--- config.mk ---
export PLATFORM = sky130hd
export DESIGN_NAME = piso
export DESIGN_NICKNAME = d
export VERILOG_FILES = /design/src/rtl/piso.sv
export SDC_FILE = /design/constraint.sdc
export NUM_CORES = 1
export LEC_CHECK = 0
export ABC_AREA = 1
export ABC_CLOCK_PERIOD_IN_PS = 2600
export BUFFER_PORTS_ARGS = -buffer_cell sky130_fd_sc_hd__buf_2
export CELL_PAD_IN_SITES_DETAIL_PLACEMENT = 2
export CELL_PAD_IN_SITES_GLOBAL_PLACEMENT = 2
export CORE_UTILIZATION = 34
export DETAILED_ROUTE_END_ITERATION = 7
export GPL_ROUTABILITY_DRIVEN = 0
export GPL_TIMING_DRIVEN = 0
export PLACE_DENSITY = 0.85
export SYNTH_ARGS = -nofsm -noshare
export SYNTH_HDL_FRONTEND = slang
export SYNTH_SLANG_ARGS = --single-unit
--- constraint.sdc ---
create_clock -name clk -period 2.6 [get_ports clk]
set_input_delay 0.52 -clock clk [delete_from_list [all_inputs] [get_ports clk]]
set_output_delay 0.52 -clock clk [all_outputs]
set_load 0.005 [all_outputs]
--- src/rtl/piso.sv ---
// piso: parallel-in serial-out serializer for the TRNG output path.
// Takes a WIDTH-bit word over a valid/ready handshake and shifts it out
// MSB first, one bit per en strobe, so a shift-in-at-bit-0 sipo on the same
// strobe rebuilds the word. Back-to-back words leave no gap on the link.
module piso #(
    parameter int WIDTH = 8,
    parameter int CNT_W = $clog2(WIDTH)
) (
    input  logic             clk,
    input  logic             clear_n,
    input  logic             abort,
    input  logic             en,
    input  logic [WIDTH-1:0] din,
    input  logic             din_valid,
    output logic             din_ready,
    output logic             sout,
    output logic             sout_valid,
    output logic             sout_last,
    output logic             busy,
    output logic [15:0]      words_sent
);

    typedef enum logic {
        IDLE  = 1'b0,
        SHIFT = 1'b1
    } state_t;

    localparam logic [CNT_W-1:0] CNT_TOP = CNT_W'(WIDTH - 1);

    state_t             state;
    logic [WIDTH-1:0]   shreg;
    logic [CNT_W-1:0]   cnt;
    logic               cnt_zero;

    assign cnt_zero = (cnt == '0);

    // The only combinational input path: a word can be taken in IDLE, or in
    // the very cycle the final bit is strobed out so frames abut seamlessly.
    assign din_ready = (state == IDLE) |
                       ((state == SHIFT) & en & cnt_zero & ~abort);

    // Outputs decode straight from registers; shreg is zero whenever the
    // block is idle, so sout needs no extra gating.
    assign sout       = shreg[WIDTH-1];
    assign sout_valid = (state == SHIFT);
    assign busy       = (state == SHIFT);
    assign sout_last  = (state == SHIFT) & cnt_zero;

    // Frame FSM: load, shift on strobe, reload or retire after the last bit.
    always_ff @(posedge clk or negedge clear_n) begin
        if (!clear_n) begin
            state      <= IDLE;
            shreg      <= '0;
            cnt        <= '0;
            words_sent <= '0;
        end else if (abort) begin
            // Abandon the frame outright; the partial word is never counted.
            state <= IDLE;
            shreg <= '0;
            cnt   <= '0;
        end else begin
            case (state)
                IDLE: begin
                    if (din_valid) begin
                        shreg <= din;
                        cnt   <= CNT_TOP;
                        state <= SHIFT;
                    end
                end
                SHIFT: begin
                    if (en) begin
                        if (!cnt_zero) begin
                            shreg <= {shreg[WIDTH-2:0], 1'b0};
                            cnt   <= cnt - 1'b1;
                        end else begin
                            words_sent <= words_sent + 16'd1;
                            if (din_valid) begin
                                shreg <= din;
                                cnt   <= CNT_TOP;
                            end else begin
                                shreg <= '0;
                                state <= IDLE;
                            end
                        end
                    end
                end
                default: begin
                    state <= IDLE;
                    shreg <= '0;
                    cnt   <= '0;
                end
            endcase
        end
    end

endmodule

==> results of run 1 <==
==> sequential cells by signal (all words and copies together), names as in the netlist <==
register	count
busy	1
words_sent	16
cnt	3
shreg	8
==> final cells by class <==
type,count,area [um2],area share (%)
Multi-Input combinational cell,154,840,41.7
Sequential cell,28,701,34.8
Timing Repair Buffer,33,165,8.19
Inverter,27,109,5.40
Tap cell,67,83.8,4.16
Buffer,5,46.3,2.30
Clock buffer,3,41.3,2.05
Clock inverter,1,30.0,1.49
==> cell usage after synthesis <==
library cell / count
sky130_fd_sc_hd__o21ai_1: 2
sky130_fd_sc_hd__nor2_4: 4
sky130_fd_sc_hd__o21ai_4: 1
sky130_fd_sc_hd__o31ai_4: 1
sky130_fd_sc_hd__o21ai_0: 5
sky130_fd_sc_hd__a41oi_1: 1
sky130_fd_sc_hd__xor2_1: 4
sky130_fd_sc_hd__buf_8: 1
sky130_fd_sc_hd__inv_2: 6
sky130_fd_sc_hd__nand2_1: 83
sky130_fd_sc_hd__o211ai_4: 1
sky130_fd_sc_hd__buf_4: 2
sky130_fd_sc_hd__dfrtp_1: 28
sky130_fd_sc_hd__xnor2_1: 2
sky130_fd_sc_hd__nor2_8: 1
sky130_fd_sc_hd__nand2_4: 1
sky130_fd_sc_hd__buf_6: 1
sky130_fd_sc_hd__nor2_1: 10
sky130_fd_sc_hd__buf_2: 1
sky130_fd_sc_hd__a21oi_4: 1
sky130_fd_sc_hd__inv_4: 3
sky130_fd_sc_hd__nand3_1: 16
sky130_fd_sc_hd__inv_1: 18
sky130_fd_sc_hd__nand3b_1: 1
sky130_fd_sc_hd__nand4_1: 5
sky130_fd_sc_hd__xor2_2: 1
sky130_fd_sc_hd__nand2_2: 3
sky130_fd_sc_hd__o22ai_1: 1
sky130_fd_sc_hd__nand3_2: 1
sky130_fd_sc_hd__nor2_2: 4
sky130_fd_sc_hd__a21oi_1: 2
sky130_fd_sc_hd__ha_1: 3
==> through the flow <==
step	worst slack [ps]	power [mW]	instance area [um2]	hold WS (ps)
2_1_floorplan	1010	0.721	1700	224
3_3_place_gp	814	0.826	1940	458
3_5_place_dp	766	0.845	1940	470
4_1_cts	445	1.20	2020	289
5_1_grt	347	1.26	2020	290
6_report	473	1.18	2020	258
==> metal layers <==
layer	vias up	global-route usage (%)
met2	25	34.2
met4	0	5.23
met1	749	23.8
met5	-	0
li1	739	-
met3	5	2.07
==> final timing paths <==
kind | from | to | slack [ps] | cells past startpoint
max | cnt[0]$_DFFE_PN0P_ | din_ready | 470 | 8
min | clear_n | shreg[7]$_DFFE_PN0P_ | 260 | 1
max reg2reg | cnt[0]$_DFFE_PN0P_ | words_sent[11]$_DFFE_PN0P_ | 1070 | 10
min reg2reg | shreg[7]$_DFFE_PN0P_ | shreg[7]$_DFFE_PN0P_ | 490 | 2
max in group asynchronous | clear_n | shreg[1]$_DFFE_PN0P_ | 1910 | 1
min in group clk | shreg[7]$_DFFE_PN0P_ | shreg[7]$_DFFE_PN0P_ | 490 | 2
==> logic make-up after synthesis <==
| logic type | count (synthesis) |
|---|---|
| and+or+nand+nor | 129 |
| DFF | 28 |
| buffers and inverters | 32 |
| adders and majority gates | 3 |
| AOI/OAI and AO/OA | 15 |
| xor gates and xnor gates | 7 |
==> power groups by stage <==
stage          combinational [mW]  clock [mW]  sequential (mW)
6_report                    0.279       0.355            0.550
5_1_grt                     0.319       0.378            0.558
4_1_cts                     0.288       0.364            0.552
3_5_place_dp                0.285           0            0.561
3_3_place_gp                0.270           0            0.556
2_1_floorplan               0.173           0            0.548
==> run summary, run 1 <==
The post-synth design cell area is 0.00170 mm2. The maximum vdd ir drop is 0.252 mV. The number of distinct library cells after synthesis is 32. The number of buffers inserted by post-CTS setup repair came out at 0. The count of clock tree sinks is 28.

The simple-gate share of the synthesized area came out at 35.3%. The number of nets in the finished design came out at 268. The power density over the cells is 588 mW/mm2. The number of cells after detailed placement is 314. The global-route wire length before repair came out at 7680 um. The total number of H-tree levels came out at 1. The worst max-slew margin expressed relative to the limit is 55.8%. For the worst setup path, the data arrival time is 1610 ps.

The first detailed-routing pass ran for 4 iterations. After synthesis, the largest family of logic cells by area is simple AND/OR/NAND/NOR gates. The antenna violation net count after detailed routing is 0. The worst path buffer plus inverter count is 3. The vertical extent of the die is 72.6 um. The synthesized-area fraction occupied by xor and xnor cells is 4.06%. Summed over all layers, the routed wires come to 4480 um. The filler cell count in the final layout came out at 587. Leaving out fill and tap cells, the most frequent cell in the layout is sky130_fd_sc_hd__nand2_1. Internal power comes to 808 uW. The synthesized-area fraction occupied by adder cells is 2.21%.

The count of buffers added on input and output ports is 33. The finished layout holds 318 standard cells, fillers aside. The overall overflow remaining after global route came out at 0.

The post-synthesis register bit count came out at 28. The final critical path takes up 81.8% of the cycle. The x dimension of the die came out at 72.6 um. The clock transition at the register clock pins on the worst setup and hold paths after CTS came out at 100 ps. On the critical path the largest part of the delay comes from simple AND/OR/NAND/NOR gates.

The final-report max-slew violation count is 0. The global-route usage over all layers came out at 18.9%. For the worst-skew pair, the clock arrives at the later sink with an insertion delay of 280 ps.

The number of violations reported at the end of detailed-routing iteration 0 came out at 37. The starting utilization of the core area came out at 35.7%. The antenna diode instance count came out at 0.

The post-synthesis cell type with the largest combined area is sky130_fd_sc_hd__dfrtp_1. The highest signal layer in the routed design is met4. The portion of total power attributed to the clock network came out at 30.0%.

The share of total power in combinational logic is 23.6%. Walking the worst path, the cells encountered are inv_1, ha_1, nand2_2, nor2_4, nand2_4, buf_8, nand2_1, buf_2. The share of the yosys chip area belonging to registers is 41.3%. No sink is reached through more buffers than the 2 on the longest clock path. STA classifies the critical path startpoint as a flop. The fraction of synthesized cell area taken by the top area cell type is 41.3%.

The placed wire-length estimate after detailed placement came out at 3450 um. The worst clock skew on the final layout came out at 2.91 ps. Clock tree synthesis selected as its root buffer the cell sky130_fd_sc_hd__clkbuf_8. The required arrival time at the worst endpoint came out at 2080 ps. The number of hold violations in the final report came out at 0. The per-instance average area after synthesis is 7.92 um2.

The switching power came out at 377 uW. The largest net degree at the start of global routing is 29. After technology mapping, the gate count stands at 214. In this run, post-CTS hold repair placed 0 buffers. The final period demand of the worst path came out at 2130 ps. The TritonCTS clock tree is done. The type of the worst setup path is flop to primary output.

The number of endpoints failing setup at the final stage came out at 0. The number of antenna violations at the first check in global routing was 0. The met2 wire length came out at 2270 um.

The routed via count divided by cell count is 4.77. The top cell types in the final layout, fill and taps aside, are 83 x sky130_fd_sc_hd__nand2_1, 34 x sky130_fd_sc_hd__buf_2, 28 x sky130_fd_sc_hd__dfrtp_1. When the netlist entered floorplanning its net count stood at 230. The multiplexer area fraction after synthesis is 0%. Summed over all cells, the static leakage comes to 1.07 nW.

The area growth from synthesis to layout is 18.9%. By area the synthesized netlist is led by sky130_fd_sc_hd__dfrtp_1 41%, sky130_fd_sc_hd__nand2_1 18%, sky130_fd_sc_hd__nand3_1 4.7%. The slew at the pin closest to its max-slew limit is 664 ps.

The maximum operating frequency is 470 MHz. The area of the core came out at 0.00475 mm2. In the final routed layout, each cell accounts on average for 14.1 um. The element type at the critical path end is a primary output. The detailed router put a total of 2070 um of wire on met1. The synthesized netlist devotes 7.97% of its cell area to compound gates. The site row count is 25. 34 I/O pins were placed. The delay of the slowest cell on the worst path came out at 380 ps.

Clock tree synthesis inserted a total of 3 buffers. The maximum fanout count along the critical path is 10. The sequential power share is 46.4%.

The floorplan step defined a die boundary enclosing 0.00527 mm2. The cell with the largest stage delay on the worst path is sky130_fd_sc_hd__dfrtp_1. Setup repair after global routing left no endpoint under its margin.

The switching fraction of total power came out at 31.8%. The wire length on met3 came out at 89 um. The run finished with clean final reports. The proportion of layout cells with a drive suffix above 1 is 27.9%. For this run, the number of Yosys warnings is 0. The number of gates given a new drive strength after cts is 0.

In the routed design, unresolved DRC markers number 0. The vias after detailed routing is 1,518. The end-of-flow core utilization came out at 42.4%. The number of global-route vias before repair is 1,644. Max-cap violations in this run came to 0. Summed over all failing endpoints, the final setup total negative slack is 0 ps.

The class of the worst hold path is input pin to asynchronous set/reset pin.
Power figures use the tool's default switching activity.
==> run 2, diff against run 1 <==
==> config.mk (replaced) <==
export PLATFORM = sky130hd
export DESIGN_NAME = piso
export DESIGN_NICKNAME = d
export VERILOG_FILES = /design/src/rtl/piso.sv
export SDC_FILE = /design/constraint.sdc
export NUM_CORES = 1
export LEC_CHECK = 0
export ABC_AREA = 0
export ABC_CLOCK_PERIOD_IN_PS = 1830
export BUFFER_PORTS_ARGS = -buffer_cell sky130_fd_sc_hd__buf_2
export CELL_PAD_IN_SITES_DETAIL_PLACEMENT = 2
export CELL_PAD_IN_SITES_GLOBAL_PLACEMENT = 2
export CORE_UTILIZATION = 29
export DETAILED_ROUTE_END_ITERATION = 7
export GPL_ROUTABILITY_DRIVEN = 0
export GPL_TIMING_DRIVEN = 0
export PLACE_DENSITY = 0.74
export SYNTH_ARGS = -nofsm -noshare
export SYNTH_HDL_FRONTEND = slang
export SYNTH_SLANG_ARGS = --single-unit
==> constraint.sdc (replaced) <==
create_clock -name clk -period 1.83 [get_ports clk]
set_input_delay 0.366 -clock clk [delete_from_list [all_inputs] [get_ports clk]]
set_output_delay 0.366 -clock clk [all_outputs]
set_load 0.005 [all_outputs]
==> run summary, run 2 <==
The largest registers in the layout are words_sent: 16 flops, shreg: 8 flops, cnt: 3 flops. Ranked by total cell area, the synthesized netlist is headed by sky130_fd_sc_hd__dfrtp_1 50%, sky130_fd_sc_hd__xor2_1 5.0%, sky130_fd_sc_hd__a221oi_1 4.4%. The number of violations reported at the end of detailed-routing iteration 0 came to 13 (-65%). The post-synthesis register bit count came out at 28 (unchanged). The worst clock skew on the final layout came out at 6.79 ps (+3.88 ps). The sequential cell area came out at 701 um2 (unchanged). The number of nets in the finished design is 190 (-29%). The total number of H-tree levels was 1 (unchanged).

The flip-flop count of the largest register after layout came out at 16 (unchanged). The synthesized-area fraction occupied by adder cells is 2.69% (+0.48 points). The filler cell count in the final layout came out at 475 (-19%).

The required arrival time at the worst endpoint is 2040 ps (-40 ps). The antenna violation net count after detailed routing came out at 0 (unchanged). The post-synth design cell area is 0.00139 mm2 (-18%). Ranked by flip-flop count, first place goes to words_sent. The synthesized-area fraction occupied by xor and xnor cells was 9.43% (+5.4 points). The largest net degree at the start of global routing is 29 (unchanged). The quantity of I/O buffers inserted on ports came to 33 (unchanged). The maximum vdd ir drop came out at 0.419 mV (+66%).

The final standard cell area without fillers is 0.00178 mm2 (-12%). The vertical extent of the die came out at 71.3 um (-1.8%). The area used by multi-input combinational logic came out at 696 um2 (-17%). The simple-gate share of the synthesized area came to 20.6% (-15 points).

The routed design could run at a clock period as short as 1720 ps. The delay of the slowest cell on the worst path is 410 ps (+30 ps). The count of unresolved DRC violations after routing was 4 (+4).

The vias after detailed routing is 1,159 (-24%). The worst max-slew margin expressed relative to the limit came out at 56.5% (+0.74 points). The complex-gate fraction of the synthesized area is 12.2% (+4.2 points).

The run finished, with violations left. The worst setup path is captured at a flop. The cell with the largest stage delay on the worst path is sky130_fd_sc_hd__dfrtp_1. The library cell used most frequently in the layout, excluding fill and tap cells, is sky130_fd_sc_hd__buf_2. The power density over the cells is 866 mW/mm2 (+47%). The share of the yosys chip area belonging to registers is 50.3% (+8.9 points).

The number of hold violations in the final report came to 0 (unchanged). The number of buffers added to fix hold violations after cts came out at 0 (unchanged). The worst hold margin came out at 109 ps (-150 ps). The number of distinct library cells after synthesis came out at 36 (+13%).

The global-route wire length before repair came out at 6220 um (-19%). The x dimension of the die is 71.3 um (-1.8%). The fraction of synthesized cell area taken by the top area cell type came out at 50.3% (+8.9 points). The area of the core is 0.00447 mm2 (-5.9%).

The routed via count divided by cell count came out at 5.15 (+7.9%). The global-route usage over all layers is 15.7% (-3.2 points). The kind of cell with the highest combined delay along the critical path is simple AND/OR/NAND/NOR gates. The leakage power of the design was 0.872 nW (-18%).

The maximum clock path buffer count is 2 (unchanged). The maximum fanout count along the critical path is 10 (unchanged). The total power draw came to 1.54 mW (+30%). The post-synthesis net count is 150 (-35%). After synthesis, the most frequently instantiated cells are 28 x sky130_fd_sc_hd__dfrtp_1, 10 x sky130_fd_sc_hd__nand2_1, 9 x sky130_fd_sc_hd__nor2_1, 9 x sky130_fd_sc_hd__nor3_1. The overall overflow remaining after global route came out at 0 (unchanged).

The clock latency on the worst-skew pair is 270 ps (about the same). The aggregate routed wire length is 3680 um (-18%). The TritonCTS clock tree is done.

The count of pins on the block boundary came out at 34 (unchanged). The clock transition at the register clock pins on the worst setup and hold paths after CTS is 100 ps (about the same). The total of warnings raised by yosys is 0 (unchanged).

The final routed wire length divided by cell count is 16.4 um (+16%). The starting utilization of the core area came out at 31.2% (-4.5 points). The TritonCTS buffer count came out at 3 (unchanged). The full die area came out at 0.00509 mm2 (-3.5%). The kind of start point of the critical path is a flop.

The number of enable flip-flop cells after synthesis came out at 0 (unchanged). The worst hold path belongs to the class input pin to asynchronous set/reset pin. The number of endpoints failing setup at the final stage is 0 (unchanged). The area overhead of the layout relative to synthesis came out at 27.6%. The multiplexer area fraction after synthesis came out at 0.808% (+0.81 points). The slew at the pin closest to its max-slew limit came to 653 ps (-11.1 ps). The critical path is of the flop to flop type.

The maximum operating frequency came out at 581 MHz. In the synthesized netlist the dominant register cell turns out to be sky130_fd_sc_hd__dfrtp_1. The combinational family with the most area after synthesis is simple AND/OR/NAND/NOR gates.

The cell count after synthesis is 134 (-37%). The number of global-route vias before repair came out at 1,240 (-25%). The most common cell in the synthesized netlist is sky130_fd_sc_hd__dfrtp_1.

The site row count came out at 24 (-4.0%). The placed wire-length estimate after detailed placement came out at 2700 um (-22%). The count of clock tree sinks is 28 (unchanged). The number of antenna violations at the first check in global routing came out at 0 (unchanged).

The library cells used most frequently in the layout, excluding fill and tap cells, are 34 x sky130_fd_sc_hd__buf_2, 28 x sky130_fd_sc_hd__dfrtp_1, 10 x sky130_fd_sc_hd__nand2_1. The final cycle utilization of the critical path is 94.1%. The worst path buffer plus inverter count is 3 (unchanged).

The per-instance average area after synthesis came out at 10.4 um2 (+31%). The largest total area in the synthesized netlist belongs to sky130_fd_sc_hd__dfrtp_1. The final reports fail on DRC. The antenna diode instance count was 0 (unchanged).

Walking the worst path, the cells encountered are inv_2, ha_4, nand2b_1, buf_6, and2_0, buf_4, or3_4, a21oi_2. The max capacitance violation total is 0 (unchanged). The number of iterations in the first detailed-routing pass is 6 (+2). The data arrival time of the critical path is 1930 ps (+320 ps).

The root buffer cell chosen for the clock tree is sky130_fd_sc_hd__clkbuf_8. The proportion of layout cells with a drive suffix above 1 came out at 34.7% (+6.8 points). The share of flip-flops with an asynchronous set or reset after synthesis was 100% (unchanged). The placement-stage cell area is 0.00162 mm2 (-16%). The final-report max-slew violation count came out at 0 (unchanged).
-- run 2: cell count changes in the layout (fill, tap and decap cells not counted), sizes merged, moves of 3 or more --
cell    before  now
nand2       87   10
inv         27    8
nand3       17    6
nor2        19    9
nor3         0   10
a221oi       0    7
xnor2        2    7
and3         0    3
nand4        5    2
nor4         0    3
xor2         5    8
-- run 2: cell type report --
type / count / share of cell area, %
inverter: 8 / 1.69
clock inverter: 1 / 1.69
sequential: 28 / 39.4
tap: 52 / 3.66
clock buffer: 3 / 2.32
multi-input combinational: 93 / 39.1
timing repair buffer: 35 / 10.1
buffer: 5 / 1.97
-- run 2: kinds of logic (layout without fill, tap and decap cells) --
family                     after synthesis  after routing
and+or+nand+nor                         50             50
DFF                                     28             28
AOI/OAI and AO/OA                       24             24
xor gates and xnor gates                15             15
buffers and inverters                   13             52
adders and majority gates                3              3
muxes                                    1              1
-- run 2: timing repair --
| action | CTS | global route |
|---|---|---|
| gates resized for setup | 6 | 12 |
| pin swaps | 0 | 2 |
| setup endpoints to repair | 10 | 19 |
| buffers inserted | 0 | 2 |
-- run 2: worst register-to-register path, delay by kind of cell (launching register included) --
family,cells,cell delay (ps)
buffers and inverters,3,410
and+or+nand+nor,3,580
adders and majority gates,1,130
DFF,1,410
AOI/OAI and AO/OA,1,140
-- run 2: routing by layer --
layer / wire length [um] / track usage (%)
met2: 1870 / 27.9
met3: 95 / 2.11
met5: 0 / 0
met1: 1700 / 20.3
met4: 16 / 3.33
-- run 2: through the flow --
step,TNS (ps),worst slack (ps),cells,util (%)
detailed placement,-82.4,-35.1,219,36.3
floorplan,0,191,134,-
global route,-7.34,-7.34,225,39.7
finish,0,108,225,39.7
CTS,0,10.0,223,38.5
global placement,0,11.3,219,36.3
-- run 2: worst paths after layout --
path	startpoint	endpoint	slack [ps]	cells after the start
worst max register to register	cnt[0]$_DFFE_PN0P_	shreg[0]$_DFFE_PN0P_	110	8
worst max-delay path	cnt[0]$_DFFE_PN0P_	shreg[0]$_DFFE_PN0P_	110	8
worst min register to register	words_sent[15]$_DFFE_PN0P_	words_sent[15]$_DFFE_PN0P_	470	1
max in group asynchronous	clear_n	busy$_DFF_PN0_	1300	1
min in group clk	abort	cnt[0]$_DFFE_PN0P_	380	3
worst min-delay path	clear_n	words_sent[9]$_DFFE_PN0P_	110	1
-- run 2: power breakdown --
| group | leakage (nW) | total, mW | switching [mW] | internal, mW |
|---|---|---|---|---|
| clock | 0.0357 | 0.493 | 0.200 | 0.293 |
| sequential | 0.367 | 0.744 | 0.0638 | 0.680 |
| combinational | 0.470 | 0.302 | 0.164 | 0.139 |
==> run 3, diff against run 2 <==
--- a/config.mk
+++ b/config.mk
@@ -15,6 +15,7 @@
 export GPL_ROUTABILITY_DRIVEN = 0
 export GPL_TIMING_DRIVEN = 0
 export PLACE_DENSITY = 0.74
+export RECOVER_POWER = 50
 export SYNTH_ARGS = -nofsm -noshare
 export SYNTH_HDL_FRONTEND = slang
 export SYNTH_SLANG_ARGS = --single-unit
==> run summary, run 3 (synthesized netlist as in run 2, its figures left out) <==
The pre-CTS setup slack is -35.1 ps (unchanged). The area used by multi-input combinational logic is 696 um2 (unchanged). The quantity of I/O buffers inserted on ports came out at 33 (unchanged).

The clock root buffer master is sky130_fd_sc_hd__clkbuf_8. words_sent holds more flip-flops than any other register. The global-route usage over all layers is 15.7% (unchanged). The data arrival time of the critical path is 1930 ps (about the same).

The required arrival time at the worst endpoint came to 2040 ps (about the same). TritonCTS built the clock tree. The sum of negative setup slack is 0 ps (unchanged).

The worst clock skew on the final layout is 6.78 ps (-0.0106 ps). The final routed wire length divided by cell count came out at 16.4 um (about the same). The count of clock tree sinks is 28 (unchanged).

The full die area is 0.00509 mm2 (unchanged). The sequential cell area came to 701 um2 (unchanged). The maximum clock path buffer count came out at 2 (unchanged). The proportion of layout cells with a drive suffix above 1 is 31.8% (-2.9 points). The placed wire-length estimate after detailed placement came to 2700 um (unchanged). The global-route wire length before repair came to 6220 um (unchanged).

The flip-flop count of the largest register after layout came to 16 (unchanged). The starting utilization of the core area is 31.2% (unchanged). The maximum vdd ir drop came out at 0.419 mV (about the same).

The count of pins on the block boundary came to 34 (unchanged). The vertical extent of the die is 71.3 um (unchanged). The max capacitance violation total came out at 1 (+1).

The final reports fail on DRC, capacitance limit, slew limit. By startpoint and endpoint, the worst setup path is classified as flop to flop. Leaving out fill and tap cells, the most frequent cell in the layout is sky130_fd_sc_hd__buf_2. The number of nets in the finished design came to 190 (unchanged). The number of iterations in the first detailed-routing pass is 6 (unchanged).

The number of violations reported at the end of detailed-routing iteration 0 came out at 15 (+2). The site row count came to 24 (unchanged). The number of endpoints failing setup at the final stage is 0 (unchanged). The slew at the pin closest to its max-slew limit came out at 1560 ps (+905 ps).

The antenna diode instance count is 0 (unchanged). The final cycle utilization of the critical path is 94.2% (about the same). The tightest min-delay check is of the input pin to flop type. The routed via count divided by cell count is 5.15 (unchanged).

The number of buffers added to fix hold violations after cts is 0 (unchanged). The power density over the cells came out at 867 mW/mm2 (+0.19%). The aggregate routed wire length is 3680 um (about the same). In the layout the commonest cells are 29 x sky130_fd_sc_hd__buf_2, 28 x sky130_fd_sc_hd__dfrtp_1, 10 x sky130_fd_sc_hd__nand2_1. The flow ran to the end, but the final reports show violations. The clock latency on the worst-skew pair came out at 270 ps (about the same).

The number of hold violations in the final report is 0 (unchanged). The kind of start point of the critical path is a flop. The clock transition at the register clock pins on the worst setup and hold paths after CTS came to 100 ps (about the same).

STA classifies the critical path endpoint as a flop. The count of unresolved DRC violations after routing is 4 (unchanged). The total power draw is 1.54 mW (-0.16%). The antenna violation net count after detailed routing is 0 (unchanged).

The filler cell count in the final layout came to 478 (+0.63%). The overall overflow remaining after global route is 0 (unchanged). The number of global-route vias before repair came out at 1,240 (unchanged).

The final-report max-slew violation count is 29 (+29). The largest net degree at the start of global routing is 29 (unchanged). The vias after detailed routing is 1,159 (unchanged). The TritonCTS buffer count is 3 (unchanged).

The worst path setup slack after routing is 107 ps (-1.10 ps). The area of the core came out at 0.00447 mm2 (unchanged). The number of antenna violations at the first check in global routing is 0 (unchanged). The maximum operating frequency came out at 580 MHz (about the same). The worst max-slew margin expressed relative to the limit is -3.82% (-60 points). The total number of H-tree levels is 1 (unchanged). In the final layout, the registers with the most flip-flops are words_sent: 16 flops, shreg: 8 flops, cnt: 3 flops. The final period demand of the worst path came out at 1720 ps (+1.10 ps). The maximum fanout count along the critical path is 10 (unchanged). The leakage power of the design came out at 0.853 nW (-2.2%). The area overhead of the layout relative to synthesis came out at 27.1%. The x dimension of the die came to 71.3 um (unchanged).
run 3: repair_timing:
item / 4_1_cts / 5_1_grt
pin swaps: 0 / 2
cloned: 0 / 0
gates resized for setup: 6 / 12
setup buffers: 0 / 2
endpoints found under the setup margin: 10 / 19
run 3: final cells by class:
cell class                 count  area share (%)
timing repair buffer          35            9.82
buffer                         5            1.98
clock inverter                 1            1.69
multi-input combinational     93            39.3
tap                           52            3.67
sequential                    28            39.5
clock buffer                   3            2.33
inverter                       8            1.69
run 3: worst max-delay path, cell delays in order, from the launching register on:
cell	delay [ps]
sky130_fd_sc_hd__dfrtp_1	410
sky130_fd_sc_hd__inv_2	90
sky130_fd_sc_hd__ha_4	130
sky130_fd_sc_hd__nand2b_1	60
sky130_fd_sc_hd__buf_6	150
sky130_fd_sc_hd__and2_0	150
sky130_fd_sc_hd__buf_4	170
sky130_fd_sc_hd__or3_4	370
sky130_fd_sc_hd__a21oi_2	140
run 3: path summary, 6_finish.rpt:
check / startpoint / to / slack (ps) / depth (start not counted)
max: cnt[0]$_DFFE_PN0P_ / shreg[0]$_DFFE_PN0P_ / 110 / 8
min: abort / cnt[0]$_DFFE_PN0P_ / 380 / 3
max reg2reg: cnt[0]$_DFFE_PN0P_ / shreg[0]$_DFFE_PN0P_ / 110 / 8
min reg2reg: words_sent[15]$_DFFE_PN0P_ / words_sent[15]$_DFFE_PN0P_ / 470 / 1
max in group asynchronous: clear_n / busy$_DFF_PN0_ / 470 / 1
min in group asynchronous: clear_n / words_sent[9]$_DFFE_PN0P_ / 460 / 1
run 3: power breakdown:
group	leakage, nW	internal, mW	switching (mW)	total (mW)
combinational	0.451	0.136	0.164	0.299
sequential	0.367	0.680	0.0641	0.744
clock	0.0357	0.293	0.200	0.493
total	0.853	1.11	0.428	1.54
run 3: layer usage:
layer / share of wire (%) / vias up / wire [um] / GRT usage [%]
met3: 2.6 / 2 / 95 / 2.11
met4: 0.43 / 0 / 16 / 3.33
met5: 0 / - / 0 / 0
met1: 46 / 585 / 1700 / 20.3
met2: 51 / 21 / 1870 / 27.9
li1: - / 551 / - / -
run 3: per-stage QoR:
step / instance area [um2] / instances / hold slack [ps] / util (%)
2_1_floorplan: 1390 / 134 / 70.4 / -
3_5_place_dp: 1620 / 219 / 433 / 36.3
6_report: 1770 / 225 / 378 / 39.6
3_3_place_gp: 1620 / 219 / 424 / 36.3
4_1_cts: 1720 / 223 / 122 / 38.5
5_1_grt: 1770 / 225 / 383 / 39.6
